==> config.mk <==
export PLATFORM = sky130hd
export DESIGN_NAME = ram_port_arbiter
export DESIGN_NICKNAME = d
export VERILOG_FILES = /design/src/rtl/ram_port_arbiter.sv
export SDC_FILE = /design/constraint.sdc
export NUM_CORES = 1
export LEC_CHECK = 0
export ABC_AREA = 1
export BUFFER_PORTS_ARGS = -buffer_cell sky130_fd_sc_hd__buf_4
export CAP_MARGIN = 20
export CORE_UTILIZATION = 46
export DETAILED_ROUTE_END_ITERATION = 12
export GPL_TIMING_DRIVEN = 1
export PLACE_DENSITY = 0.89
export SLEW_MARGIN = 5
export SYNTH_ARGS = -nofsm -noshare
export SYNTH_HDL_FRONTEND = slang
export SYNTH_SLANG_ARGS = --single-unit
==> constraint.sdc <==
create_clock -name clk -period 2.9 [get_ports clk]
set_clock_uncertainty 0.2 [all_clocks]
set_input_delay 0.58 -clock clk [delete_from_list [all_inputs] [get_ports clk]]
set_output_delay 0.58 -clock clk [all_outputs]
set_load 0.02 [all_outputs]
==> src/rtl/ram_port_arbiter.sv <==
// ram_port_arbiter: shares one synchronous-read RAM port between N_REQ
// requesters, issuing one registered access per clock. Read data is routed
// back to the issuing requester through a tag pipeline matching RAM latency.
// Build option: define RAM_ARB_FIXED_PRIO_EN for fixed lowest-index-wins
// priority (lock and burst limiting removed); default is round-robin with
// burst lock.
module ram_port_arbiter #(
  parameter int ADDR_W    = 16,
  parameter int DATA_W    = 8,
  parameter int N_REQ     = 3,
  parameter int RD_LAT    = 2,
  parameter int MAX_BURST = 8
) (
  input  logic                     clk,
  input  logic                     rst,
  input  logic [N_REQ-1:0]         req_i,
  input  logic [N_REQ-1:0]         we_i,
  input  logic [N_REQ-1:0]         lock_i,
  input  logic [N_REQ*ADDR_W-1:0]  addr_i,
  input  logic [N_REQ*DATA_W-1:0]  wdata_i,
  output logic [N_REQ-1:0]         gnt_o,
  output logic [N_REQ-1:0]         rvalid_o,
  output logic [DATA_W-1:0]        rdata_o,
  output logic [ADDR_W-1:0]        ram_addr,
  output logic [DATA_W-1:0]        ram_data,
  output logic                     ram_wren,
  input  logic [DATA_W-1:0]        ram_q
);

  localparam int IDX_W = (N_REQ > 1) ? $clog2(N_REQ) : 1;

  // Unpacked views of the packed request buses
  logic [ADDR_W-1:0] addr_arr  [N_REQ];
  logic [DATA_W-1:0] wdata_arr [N_REQ];

  // Arbitration state and decision
  logic [IDX_W-1:0] owner_reg;
  logic [IDX_W-1:0] owner_next;
  logic [IDX_W-1:0] gnt_idx;
  logic [IDX_W-1:0] cand;
  logic             gnt_any;
  int               search_pos;

  // Tag pipeline: one entry per cycle of RAM read latency, then the output stage
  logic             tag_valid_reg [RD_LAT];
  logic [IDX_W-1:0] tag_idx_reg   [RD_LAT];
  logic [N_REQ-1:0] ret_onehot;

  genvar gi;
  generate
    for (gi = 0; gi < N_REQ; gi++) begin : g_req
      assign addr_arr[gi]  = addr_i[gi*ADDR_W +: ADDR_W];
      assign wdata_arr[gi] = wdata_i[gi*DATA_W +: DATA_W];
      // Grant is suppressed while reset is asserted
      assign gnt_o[gi]      = gnt_any && !rst && (gnt_idx == IDX_W'(gi));
      assign ret_onehot[gi] = tag_valid_reg[RD_LAT-1] && (tag_idx_reg[RD_LAT-1] == IDX_W'(gi));
    end
  endgenerate

`ifdef RAM_ARB_FIXED_PRIO_EN
  // Lock inputs and the burst limit have no meaning in fixed-priority mode
  logic unused_cfg;
  assign unused_cfg = ^{lock_i, 32'(MAX_BURST)};

  // Fixed priority: lowest requesting index wins; owner kept for debug
  always_comb begin
    gnt_any    = 1'b0;
    gnt_idx    = owner_reg;
    owner_next = owner_reg;
    search_pos = 0;
    cand       = '0;
    for (int i = N_REQ - 1; i >= 0; i--) begin
      search_pos = i;
      cand       = IDX_W'(search_pos);
      if (req_i[cand]) begin
        gnt_any = 1'b1;
        gnt_idx = cand;
      end
    end
    if (gnt_any) begin
      owner_next = gnt_idx;
    end
  end

  // Owner register
  always_ff @(posedge clk) begin
    if (rst) begin
      owner_reg <= IDX_W'(N_REQ - 1);
    end else begin
      owner_reg <= owner_next;
    end
  end
`else
  localparam int CNT_W = (MAX_BURST > 1) ? $clog2(MAX_BURST) : 1;

  logic [CNT_W-1:0] burst_cnt_reg;
  logic [CNT_W-1:0] burst_cnt_next;
  logic             locked_reg;
  logic             locked_next;

  // Round-robin with burst lock: a locked owner keeps the port until it
  // drops lock/req or uses up MAX_BURST grants; otherwise search from owner+1.
  // The search covers owner last, so a lone requester at its limit is
  // re-granted with a fresh burst count.
  always_comb begin
    gnt_any        = 1'b0;
    gnt_idx        = owner_reg;
    owner_next     = owner_reg;
    burst_cnt_next = burst_cnt_reg;
    search_pos     = 0;
    cand           = '0;
    if (locked_reg && req_i[owner_reg] && (burst_cnt_reg < CNT_W'(MAX_BURST - 1))) begin
      gnt_any        = 1'b1;
      burst_cnt_next = burst_cnt_reg + CNT_W'(1);
    end else begin
      // Walk offsets from far to near so the nearest requester wins
      for (int i = N_REQ; i >= 1; i--) begin
        search_pos = int'(owner_reg) + i;
        if (search_pos >= N_REQ) begin
          search_pos = search_pos - N_REQ;
        end
        cand = IDX_W'(search_pos);
        if (req_i[cand]) begin
          gnt_any = 1'b1;
          gnt_idx = cand;
        end
      end
      if (gnt_any) begin
        owner_next     = gnt_idx;
        burst_cnt_next = '0;
      end
    end
    locked_next = gnt_any && lock_i[gnt_idx];
  end

  // Owner, burst counter and lock-continuation flag
  always_ff @(posedge clk) begin
    if (rst) begin
      owner_reg     <= IDX_W'(N_REQ - 1);
      burst_cnt_reg <= '0;
      locked_reg    <= 1'b0;
    end else begin
      owner_reg     <= owner_next;
      burst_cnt_reg <= burst_cnt_next;
      locked_reg    <= locked_next;
    end
  end
`endif

  // Issue stage: register the granted access onto the RAM port
  always_ff @(posedge clk) begin
    if (rst) begin
      ram_addr <= '0;
      ram_data <= '0;
      ram_wren <= 1'b0;
    end else if (gnt_any) begin
      ram_addr <= addr_arr[gnt_idx];
      ram_data <= wdata_arr[gnt_idx];
      ram_wren <= we_i[gnt_idx];
    end else begin
      ram_wren <= 1'b0;
    end
  end

  // Tag stage 0: remember which requester issued a read this cycle
  always_ff @(posedge clk) begin
    if (rst) begin
      tag_valid_reg[0] <= 1'b0;
      tag_idx_reg[0]   <= '0;
    end else begin
      tag_valid_reg[0] <= gnt_any && !we_i[gnt_idx];
      tag_idx_reg[0]   <= gnt_idx;
    end
  end

  generate
    for (gi = 1; gi < RD_LAT; gi++) begin : g_tag
      // Tag stage gi: advance tags in step with the RAM read pipeline
      always_ff @(posedge clk) begin
        if (rst) begin
          tag_valid_reg[gi] <= 1'b0;
          tag_idx_reg[gi]   <= '0;
        end else begin
          tag_valid_reg[gi] <= tag_valid_reg[gi-1];
          tag_idx_reg[gi]   <= tag_idx_reg[gi-1];
        end
      end
    end
  endgenerate

  // Output stage: capture RAM data and flag the owning requester
  always_ff @(posedge clk) begin
    if (rst) begin
      rvalid_o <= '0;
      rdata_o  <= '0;
    end else begin
      rvalid_o <= ret_onehot;
      if (tag_valid_reg[RD_LAT-1]) begin
        rdata_o <= ram_q;
      end
    end
  end

endmodule

* After elaboration in Yosys (flattened, before gate mapping)
Memories as Yosys holds them, arrays and structs flattened.
Index checks and enable logic that the tools add are counted.
** Word-level totals
- Memory bits (writable) :: 6
- Register bits after elaboration :: 42
- Memories kept :: 2
** Memory list
- tag_idx_reg :: words 2, width 2, read ports 2, clocked after memory_dff 0, write ports 2, RTL line 46 : logic [IDX_W-1:0] tag_idx_reg [RD_LAT];
- tag_valid_reg :: words 2, width 1, read ports 2, clocked after memory_dff 0, write ports 2, RTL line 45 : logic tag_valid_reg [RD_LAT];
** Cells by class
- Add/sub/neg operators :: 7
- Reductions and logical operators :: 18
- Muxes and demuxes :: 42
- $lt $le $gt $ge :: 10
- Bitwise gates (word level) :: 7
- Equal/unequal tests :: 4
** Operator list (count)
- $bmux 16 s2 :: 1
- $mux 16 :: 2
- $mux 2 :: 12
- $bmux 8 s2 :: 1
- $mux 1 :: 16
- $mux 8 :: 2
- $lt 2x3->1 const B :: 5
- $bmux 1 s2 :: 6
- $logic_and 1x1->1 :: 11
- $ge 3x2->1 const B :: 3
- $add 2x2->3 const B :: 2
- $mux 3 :: 2
- $sub 2x2->2 const B :: 3
- $eq 2x1->1 const B :: 2
- $eq 2x2->1 const B :: 2
- $logic_not 2->1 :: 2
- $or 1x1->1 :: 4
- $add 2x1->3 const B :: 1
- $add 3x1->3 const B :: 1
- $ge 3x3->1 const B :: 1
- $lt 3x3->1 const B :: 1
- $not 2->3 :: 1
- $logic_not 1->1 :: 2
- $not 1->1 :: 2
- other kinds (3) :: 3

* Logic depth before layout (Yosys ltp)
Gate-level depths: netlist (run 1).
- Word-level depth :: 16
- Mapped depth :: 17
- Mapped depth without buffers :: 16

* Worst setup path after synthesis (run 1)
Ideal clock, no wire load.
- Path kind :: register to output
- Start point :: register owner_reg[0]
- End point :: output gnt_o[1]
- Arrival time :: 2.183 ns
- Cell stages (with the launch flop) :: 13
- Path slack :: -0.063 ns
- Cells stage by stage :: dfxtp_1 -> inv_2 -> ha_1 -> inv_2 -> nand2_1 -> nand2_2 -> o21ai_2 -> nand3_2 -> nand3_2 -> nand2_2 -> buf_6 -> buf_6 -> nor3_1
** Between the ends
- Longest elaborated chain between the ends :: 13
- Elaborated cells between the ends (all ways) :: 37
- Classes of those cells :: add/sub: 6; order compare: 3; eq/ne: 1; mux: 23; reduce/logical: 4
** Ends and longest elaborated chain
- start: declaration :: RTL line 37 : logic [IDX_W-1:0] owner_reg;
- start signal: assignment :: RTL line 139 : owner_reg <= IDX_W'(N_REQ - 1);
- start signal: assignment :: RTL line 143 : owner_reg <= owner_next;
- $add 2x2->3 :: RTL line 118 : search_pos = int'(owner_reg) + i;
- $ge 3x2->1 / $sub 2x2->2 (equally long branches) :: RTL line 119, 120
- $mux 2 :: RTL line 119 : if (search_pos >= N_REQ) begin
- $mux 2 :: RTL line 112 : if (locked_reg && req_i[owner_reg] && (burst_cnt_reg < CNT_W'(MAX_BURST - 1))) begin
- $bmux 1 s2 :: RTL line 123 : if (req_i[cand]) begin
- $mux 1 (not written as such) :: RTL line 123
- $mux 1 (3 in series) :: RTL line 123
- $mux 1 (2 in series) :: RTL line 112
- $logic_and 1x1->1 :: RTL line 55 : assign gnt_o[gi] = gnt_any && !rst && (gnt_idx == IDX_W'(gi));
- $logic_and 1x1->1 (*) :: RTL line 55
- end: declaration :: RTL line 21 : output logic [N_REQ-1:0] gnt_o,
Every way passes the cells marked *; elsewhere a longest branch is shown, timed or not. The select of a mux whose other input is x is not followed.

* Final worst setup path (run 1)
- Start point :: register owner_reg[1]
- End point :: output gnt_o[0]
Same word-level chain as after synthesis.

==> flow_summary.toml, run 1 <==
[outcome]
outcome = "finished with violations"
violations = "negative setup slack"

[die]
fp.dieH_um = 76.5
initial_core_util = 0.488
die_w_um = 76.5
rows = 26
coreArea_sq_um = 5240
dieArea_sq_um = 5860
num_io_pins = 130

[critical_path]
cp_max_fo = 5
worst-path-buf-inv = 5
path_delay_family = "simple AND/OR/NAND/NOR gates"
critical_path_class = "register to primary output"
cp-start-kind = "register"
critical_path_required_ns = 2.12
crit_arrival_ns = 2.23
reg2reg_slack_ns = 0.09
crit_path_cell_trace = "inv_4 -> ha_4 -> inv_6 -> o21ai_4 -> o21ai_4 -> buf_4 -> nand3_2 -> nand3_4 -> nand2_4 -> inv_4 -> nor3_2 -> buf_4"
crit_path_top_delay_cell = "dfxtp_2"
cp_slowest_stage_delay_ns = 0.37
worstSetupEndpointType = "primary output"

[drt]
via_per_inst = 5.26
antenna_left = 0
drt_pass1_iterations = 4
drt-initial-drc-count = 148
num_vias = 3174
drt-total-wl_um = 8700
drcViolationCount = 0
wl_per_cell_um = 14.4

[logic_synthesis]
synthAdderAreaFrac = 0.0196
synth_area_sq_um = 2560
muxShareOfSynthArea = 0
seq_area_frac_synth = 0.376
synth_xor_area_frac = 0.00343
synth_warnings = 0
yosys.area_share.simple = 0.385
synth_top_family_by_area = "simple AND/OR/NAND/NOR gates"
ys_types = 26
syn_nets = 481
avgSynthCellArea_sq_um = 6.62
synth_cells = 386
ys_seq_elements = 48
synth_compound_area_frac = 0.129

[timing]
hold_viol = 0
slew_violations = 0
worstMarginPinSlew_ns = 0.710
timing.fmax_ghz = 0.332
hold-worst-slack_ns = 0.217
slew-limit-headroom = 0.526
fin_crit_ns = 3.01
rsz0062_at_grt = "yes"
timing.final.crit_share = 1.04
finalSetupViolations = 3
final.setup.tns_ns = -0.237
fin_ws_ns = -0.112

[layout]
ff_latch_area_sq_um = 963
area_growth_pct = 57.5
layout.nets = 627
regMostFlops = "ram_addr"
top_regs = "ram_addr (16), ram_data (8), rdata_o (8)"
final_cell_mix = "buf_4 (160), nor2_1 (73), nand2_1 (71)"
largest_reg_flops = 16
post-route-cell-area_sq_um = 4030
drive_above_1_share = 0.396
layout_commonest_cell = "buf_4"
multiInputGateArea_sq_um = 1540
num-fill-cells = 370
antenna_cells = 0

[power]
total_power_uw = 5510
peakVddDrop_v = 0.000722
p_per_area_nw_per_um2 = 1370
p_leak_uw = 0.00204

[global_route]
track_usage = 0.272
globalRouteOverflowTotal = 0
grt_pass1_vias = 2973
grt_pass1_wl_um = 13000
antenna_found_initial = 0
grt_max_degree = 49

[placement]
place_area_sq_um = 3520
pre_cts_ws_ns = 0.0541
gp_congestion = 0.886
io_buffers = 129
dp_hpwl_um = 5340

[hold_path]
hold_path.class = "register to register"

[clock_network]
clk_latency_ns = 0.30
cts.sinks = 48
clk_pin_slew_worst_paths_ns = 0.10
cts_tree = "built"
clk_path_buf_depth = 2
htree_levels = 2
cts_buffers = 5
root_buffer = "clkbuf_8"

[job]
maxCapViolCount = 0
==> cell type report <==
type | count | share of cell area
clock buffers | 5 | 0.0171
clock inverters | 3 | 0.0115
inverters | 16 | 0.0190
multi-input cells | 297 | 0.382
flip-flops and latches | 48 | 0.239
well taps | 70 | 0.0218
repair buffers | 164 | 0.310
==> synthesized netlist by cell type (all sizes together) <==
cell type  count  share of area
nand3         60           0.12
dfxtp         48           0.38
xor2           1         0.0034
o21ai         35          0.070
buf           16          0.050
nor3           4         0.0078
nand4          4         0.0098
a21boi         1         0.0029
a211oi         1         0.0029
ha             4          0.020
inv           15          0.022
nor2          75           0.11
clkinv         1         0.0020
nand2         83           0.13
clkbuf         9          0.013
nor3b          2         0.0059
a21oi         27          0.053
==> per-layer routing <==
metal  GRT usage  share of wire
met1       0.301           0.38
met2       0.496           0.51
met3      0.0754          0.074
met4      0.0904          0.036
met5           0              0
==> through the flow <==
step,std cells,util
after detailed placement,569,0.673
after floorplan,386,-
final,603,0.769
after CTS,591,0.726
after global routing,603,0.769
after global placement,569,0.673
==> cells by family after synthesis <==
kind of cell,Yosys count
buffers and inverters,41
AO/OA/AOI/OAI,64
flip-flops,48
AND/OR/NAND/NOR,228
XOR/XNOR,1
adder cells (fa/ha/maj),4
==> worst paths after layout <==
check / from / to / depth (start not counted)
min reg2reg: tag_idx_reg[0][0]$_SDFF_PP0_ / tag_idx_reg[1][0]$_SDFF_PP0_ / 2
max: owner_reg[1]$_SDFFE_PP1P_ / gnt_o[0] / 12
max reg2reg: owner_reg[1]$_SDFFE_PP1P_ / burst_cnt_reg[2]$_SDFFE_PP0P_ / 16
min: tag_idx_reg[0][0]$_SDFF_PP0_ / tag_idx_reg[1][0]$_SDFF_PP0_ / 2
==> where the power goes <==
group / internal [uW] / total [uW] / switching, uW
clock: 260 / 493 / 233
combinational: 1560 / 4050 / 2490
sequential: 871 / 968 / 97.1
total: 2690 / 5510 / 2820
==> worst min-delay path, delay by kind of cell, from the launching register on <==
family,cells,cell delay (ns)
buf+inv,1,0.04
flops,1,0.32
simple gates,1,0.03
==> repair_timing <==
item / 4_1_cts / 5_1_grt
setup buffers: 15 / 13
pin swaps: 7 / 15
cloned: 0 / 0
resized for setup: 17 / 31
endpoints found under the setup margin: 3 / 4
hold buffers: 0 / 0
(Power assumes the default switching activity.)
==> run 2: changes to the inputs <==
--- a/config.mk
+++ b/config.mk
@@ -8,6 +8,7 @@
 export ABC_AREA = 1
 export BUFFER_PORTS_ARGS = -buffer_cell sky130_fd_sc_hd__buf_4
 export CAP_MARGIN = 20
+export CORE_ASPECT_RATIO = 0.8
 export CORE_UTILIZATION = 46
 export DETAILED_ROUTE_END_ITERATION = 12
 export GPL_TIMING_DRIVEN = 1
==> run 2 against run 1 <==
- the flow now finishes without violations
- sequential share of layout area is 1.6 points higher
- wire length is 12% lower
- global-route usage is 1.3 points lower
- maximum frequency is 4.0% higher
- combinational power is 16% lower
- setup slack better by 0.11 ns
- sequential power hardly changed
- cell area is 6.2% lower
- register-to-register slack better by 0.27 ns
- hold slack worse by 0.014 ns
- critical path type unchanged
- critical endpoint unchanged
- largest power group unchanged
==> flow_summary.toml, run 2 (same netlist as run 1, synthesis figures left out) <==
[critical_path]
crit_arrival_ns = 2.12
reg2reg_slack_ns = 0.36
cp-start-kind = "register"
critical_path_class = "register to primary output"
worstSetupEndpointType = "primary output"
critical_path_required_ns = 2.12
r2r-start = "owner_reg[1]$_SDFFE_PP1P_"
worst_r2r_endpoint = "ram_data[5]$_SDFFE_PP0P_"
worst-r2r-cell-count = 12
cp_max_fo = 7

[outcome]
outcome = "completed"

[clock_network]
cts_tree = "built"
clk_pin_slew_worst_paths_ns = 0.09
clk_path_buf_depth = 2
cts.sinks = 48
hold_buffers = 0
htree_levels = 2
root_buffer = "clkbuf_8"
clk_latency_ns = 0.30
cts_buffers = 5

[layout]
antenna_cells = 0
post-route-util = 0.729
regMostFlops = "ram_addr"
num-fill-cells = 428
top_regs = "ram_addr (16), ram_data (8), rdata_o (8)"
final_cell_mix = "buf_4 (144), nand2_1 (77), nor2_1 (73)"
largest_reg_flops = 16
post-route-cell-area_sq_um = 3770
area_growth_pct = 47.7
multiInputGateArea_sq_um = 1440
layout.nets = 608
layout_commonest_cell = "buf_4"
ff_latch_area_sq_um = 963
drive_above_1_share = 0.359

[timing]
timing.fmax_ghz = 0.345
fin_crit_ns = 2.90
worstMarginPinSlew_ns = 0.719
hold-worst-slack_ns = 0.204
finalSetupViolations = 0
hold_viol = 0
timing.final.crit_share = 0.999
slew_violations = 0
slew-limit-headroom = 0.520
rsz0062_at_grt = "yes"

[placement]
place_area_sq_um = 3510
io_buffers = 129
gp_congestion = 0.881
dp_hpwl_um = 5390

[global_route]
track_usage = 0.259
grt_pass1_vias = 2669
grt_max_degree = 49
globalRouteOverflowTotal = 0
grt_pass1_wl_um = 11900
antenna_found_initial = 0

[die]
num_io_pins = 130
rows = 23
fp.dieH_um = 68.7
coreArea_sq_um = 5180
dieArea_sq_um = 5860
initial_core_util = 0.493
die_w_um = 85.3

[drt]
via_per_inst = 5.24
drt-initial-drc-count = 160
drt_pass1_iterations = 4
drt-total-wl_um = 7650
antenna_left = 0
drcViolationCount = 0
wl_per_cell_um = 13.3
num_vias = 3011

[power]
power.switching_uw = 2500
clock_power_share = 0.113
p_leak_uw = 0.00193
pwr-share-seq = 0.196
p_per_area_nw_per_um2 = 1310
intPower_uw = 2440
combPwrFrac = 0.692
total_power_uw = 4950
peakVddDrop_v = 0.000995
p_sw_frac = 0.506

[hold_path]
hold_end = "tag_idx_reg[1][1]$_SDFF_PP0_"
holdPathStages = 2
worst_hold_startpoint = "tag_idx_reg[0][1]$_SDFF_PP0_"
hold_path.class = "register to register"

[job]
maxCapViolCount = 0
==> run 2: changes by cell type in the layout (fill, tap and decap cells not counted), sizes merged <==
cell / delta
buf: -19
bufinv: +1
clkinvlp: -1
inv: -1
==> run 2: worst max-delay path by stage <==
stage,from,to,slack (ns),depth (start not counted)
detailed placement,owner_reg[0]$_SDFFE_PP0P_,gnt_o[2],0.06,11
global placement,owner_reg[0]$_SDFFE_PP0P_,gnt_o[2],0.20,11
finish,owner_reg[1]$_SDFFE_PP1P_,gnt_o[0],0.003,12
global route,owner_reg[0]$_SDFFE_PP0P_,gnt_o[0],-0.11,14
CTS,owner_reg[1]$_SDFFE_PP1P_,gnt_o[2],0.005,11
floorplan,owner_reg[0]$_SDFFE_PP0P_,gnt_o[0],0.04,11
==> run 2: what timing repair did <==
action / in CTS / in global routing
resized for setup: 12 / 12
endpoints found under the setup margin: 3 / 3
pin swaps: 5 / 7
buffers inserted: 5 / 3
==> run 2: through the flow <==
| step | setup WS [ns] | cells | TNS [ns] |
|---|---|---|---|
| after floorplan | 0.0386 | 386 | 0 |
| after global placement | 0.199 | 560 | 0 |
| after detailed placement | 0.0564 | 560 | 0 |
| after CTS | 0.00477 | 572 | 0 |
| after global routing | -0.112 | 575 | -0.277 |
| final | 0.00258 | 575 | 0 |
==> run 2: layout make-up <==
type                       instances  area share
sequential                        48       0.255
timing repair buffer             145       0.289
inverter                          16      0.0182
clock buffer                       5      0.0182
tap                               62      0.0206
clock inverter                     2      0.0159
multi-input combinational        297       0.382
==> run 2: power by group through the flow <==
stage	clock network, uW	registers [uW]	logic (uW)
after floorplan	0	1130	2370
after global placement	0	964	3060
after detailed placement	0	973	3150
after CTS	567	962	3290
after global routing	592	989	3810
final	558	967	3420
==> run 2: metal layers <==
| metal | part of all wire | vias up | wire [um] | GRT usage |
|---|---|---|---|---|
| met5 | 0 | - | 0 | 0 |
| met4 | 0.016 | 0 | 120 | 0.0938 |
| met3 | 0.074 | 13 | 564 | 0.0548 |
| met2 | 0.48 | 129 | 3680 | 0.469 |
| met1 | 0.43 | 1357 | 3280 | 0.312 |
| li1 | - | 1512 | - | - |
==> run 2: critical path, cell delays in order (launching register included) <==
cell and delay (ns):
dfxtp_2 0.37, inv_4 0.05, ha_4 0.32, inv_4 0.06, nand2_2 0.06, nand2_2 0.07
o21ai_2 0.19, nand4_1 0.15, nor2_2 0.16, nor2_2 0.06, inv_2 0.10, nor3_2 0.06
buf_4 0.16
==> run 3: changes to the inputs <==
==> constraint.sdc (replaced) <==
create_clock -name clk -period 2.9 [get_ports clk]
set_clock_uncertainty 0.2 [all_clocks]
set_input_delay 0.29 -clock clk [delete_from_list [all_inputs] [get_ports clk]]
set_output_delay 0.29 -clock clk [all_outputs]
set_load 0.02 [all_outputs]
==> run 3 against run 2 <==
- non-clock buffer count decreased by 7
- cell area decreased by 3.2%
- global-route usage decreased by 2.1 points
- combinational power decreased by 5%
- wire length decreased by 8.7%
- first-iteration DRC count decreased by 31%
- die area unchanged
- register-to-register slack got worse by 0.03 ns
- hold slack got worse by 0.19 ns
- critical endpoint is now gnt_o[2]
==> flow_summary.toml, run 3 (same netlist as run 1, synthesis figures left out) <==
[clock_network]
cts_buffers = 5
hold_buffers = 0
htree_levels = 2
cts_tree = "built"
cts.sinks = 48
clk_path_buf_depth = 2
clk_latency_ns = 0.30
root_buffer = "clkbuf_8"
clk_pin_slew_worst_paths_ns = 0.09

[power]
p_leak_uw = 0.00188
intPower_uw = 2320
p_per_area_nw_per_um2 = 1290
peakVddDrop_v = 0.000578
combPwrFrac = 0.691
clock_power_share = 0.104
pwr-share-seq = 0.205
total_power_uw = 4710
power.switching_uw = 2380
p_sw_frac = 0.506

[critical_path]
worstSetupEndpointType = "primary output"
crit_path_cell_trace = "inv_1 -> ha_4 -> inv_2 -> nand2_1 -> nand2_2 -> o21ai_2 -> nand4_1 -> nor2_2 -> nor2_2 -> inv_1 -> nor3_1 -> buf_4"
critical_path_required_ns = 2.41
critical_path_class = "register to primary output"
path_delay_family = "simple AND/OR/NAND/NOR gates"
crit_path_top_delay_cell = "dfxtp_2"
cp-start-kind = "register"
cp_max_fo = 7
worst-path-buf-inv = 4
cp_slowest_stage_delay_ns = 0.36
crit_arrival_ns = 2.23

[layout]
area_growth_pct = 43.0
num-fill-cells = 445
top_regs = "ram_addr (16), ram_data (8), rdata_o (8)"
regMostFlops = "ram_addr"
final_cell_mix = "buf_4 (138), nand2_1 (79), nor2_1 (73)"
ff_latch_area_sq_um = 963
post-route-util = 0.706
antenna_cells = 0
layout_commonest_cell = "buf_4"
drive_above_1_share = 0.323
largest_reg_flops = 16
multiInputGateArea_sq_um = 1400
layout.nets = 601

[hold_path]
hold_path.class = "primary input to register"

[timing]
slew_violations = 0
timing.fmax_ghz = 0.368
timing.final.crit_share = 0.937
fin_crit_ns = 2.72
worstMarginPinSlew_ns = 0.844
slew-limit-headroom = 0.437
hold_viol = 0
final.setup.tns_ns = 0
finalSetupViolations = 0
fin_ws_ns = 0.182
rsz0062_at_grt = "no"

[global_route]
globalRouteOverflowTotal = 0
antenna_found_initial = 0
grt_max_degree = 49
track_usage = 0.238
grt_pass1_wl_um = 11000
grt_pass1_vias = 2531

[die]
fp.dieH_um = 68.7
initial_core_util = 0.493
coreArea_sq_um = 5180
die_w_um = 85.3
rows = 23
num_io_pins = 130
dieArea_sq_um = 5860

[drt]
drt-initial-drc-count = 111
num_vias = 2953
via_per_inst = 5.19
drt_pass1_iterations = 4
antenna_left = 0
drt-total-wl_um = 6980
wl_per_cell_um = 12.3
drcViolationCount = 0

[placement]
io_buffers = 129
pre_cts_ws_ns = 0.254
dp_hpwl_um = 5200
gp_congestion = 0.849

[outcome]
outcome = "completed"

[job]
maxCapViolCount = 0
run 3: cell types whose count changed in the layout (fill, tap and decap cells not counted), sizes merged:
cell | previous run | this run
inv | 15 | 16
clkinvlp | 0 | 1
bufinv | 2 | 1
buf | 145 | 138
run 3: layout make-up:
class | instances | share of cell area
multi-input cells | 297 | 0.383
repair buffers | 138 | 0.283
flip-flops and latches | 48 | 0.264
well taps | 62 | 0.0212
clock buffers | 5 | 0.0188
inverters | 16 | 0.0175
clock inverters | 3 | 0.0127
run 3: power groups by stage:
| stage | logic [uW] | clock network (uW) | registers (uW) |
|---|---|---|---|
| finish | 3250 | 489 | 967 |
| detailed placement | 3100 | 0 | 975 |
| global route | 3650 | 531 | 992 |
| CTS | 3150 | 502 | 962 |
| global placement | 3030 | 0 | 969 |
| floorplan | 2360 | 0 | 1130 |
run 3: worst paths after layout:
path / depth (start not counted) / slack [ns] / to / startpoint
min reg2reg: 2 / 0.21 / tag_idx_reg[1][1]$_SDFF_PP0_ / tag_idx_reg[0][1]$_SDFF_PP0_
max reg2reg: 12 / 0.33 / ram_data[6]$_SDFFE_PP0P_ / owner_reg[1]$_SDFFE_PP1P_
max: 12 / 0.18 / gnt_o[2] / owner_reg[1]$_SDFFE_PP1P_
min: 3 / 0.01 / rdata_o[3]$_SDFFE_PP0P_ / ram_q[3]
run 3: repair_timing:
item                       4_1_cts  5_1_grt
pin swaps                        1        1
setup buffers                    1        3
resized for setup                2        6
setup endpoints to repair        3       11
run 3: tightest hold or removal path: cells and delay by family:
family                 cells  cell delay (ns)
buffers and inverters      1             0.08
AND/OR/NAND/NOR            2             0.11
run 3: per-layer routing:
layer	vias to the layer above	routed length, um	part of all wire	global-route usage
met5	-	0	0	0
met4	0	110	0.016	0.0875
met3	10	566	0.081	0.0655
met2	125	3310	0.47	0.434
met1	1314	3000	0.43	0.274
li1	1504	-	-	-
run 3: through the flow:
stage	std cells	hold slack, ns	cell area [sq um]
after CTS	566	0.00379	3610
after global placement	557	0.190	3480
after floorplan	386	0.188	2560
final	569	0.0122	3650
after detailed placement	557	0.195	3480
after global routing	569	0.00413	3650
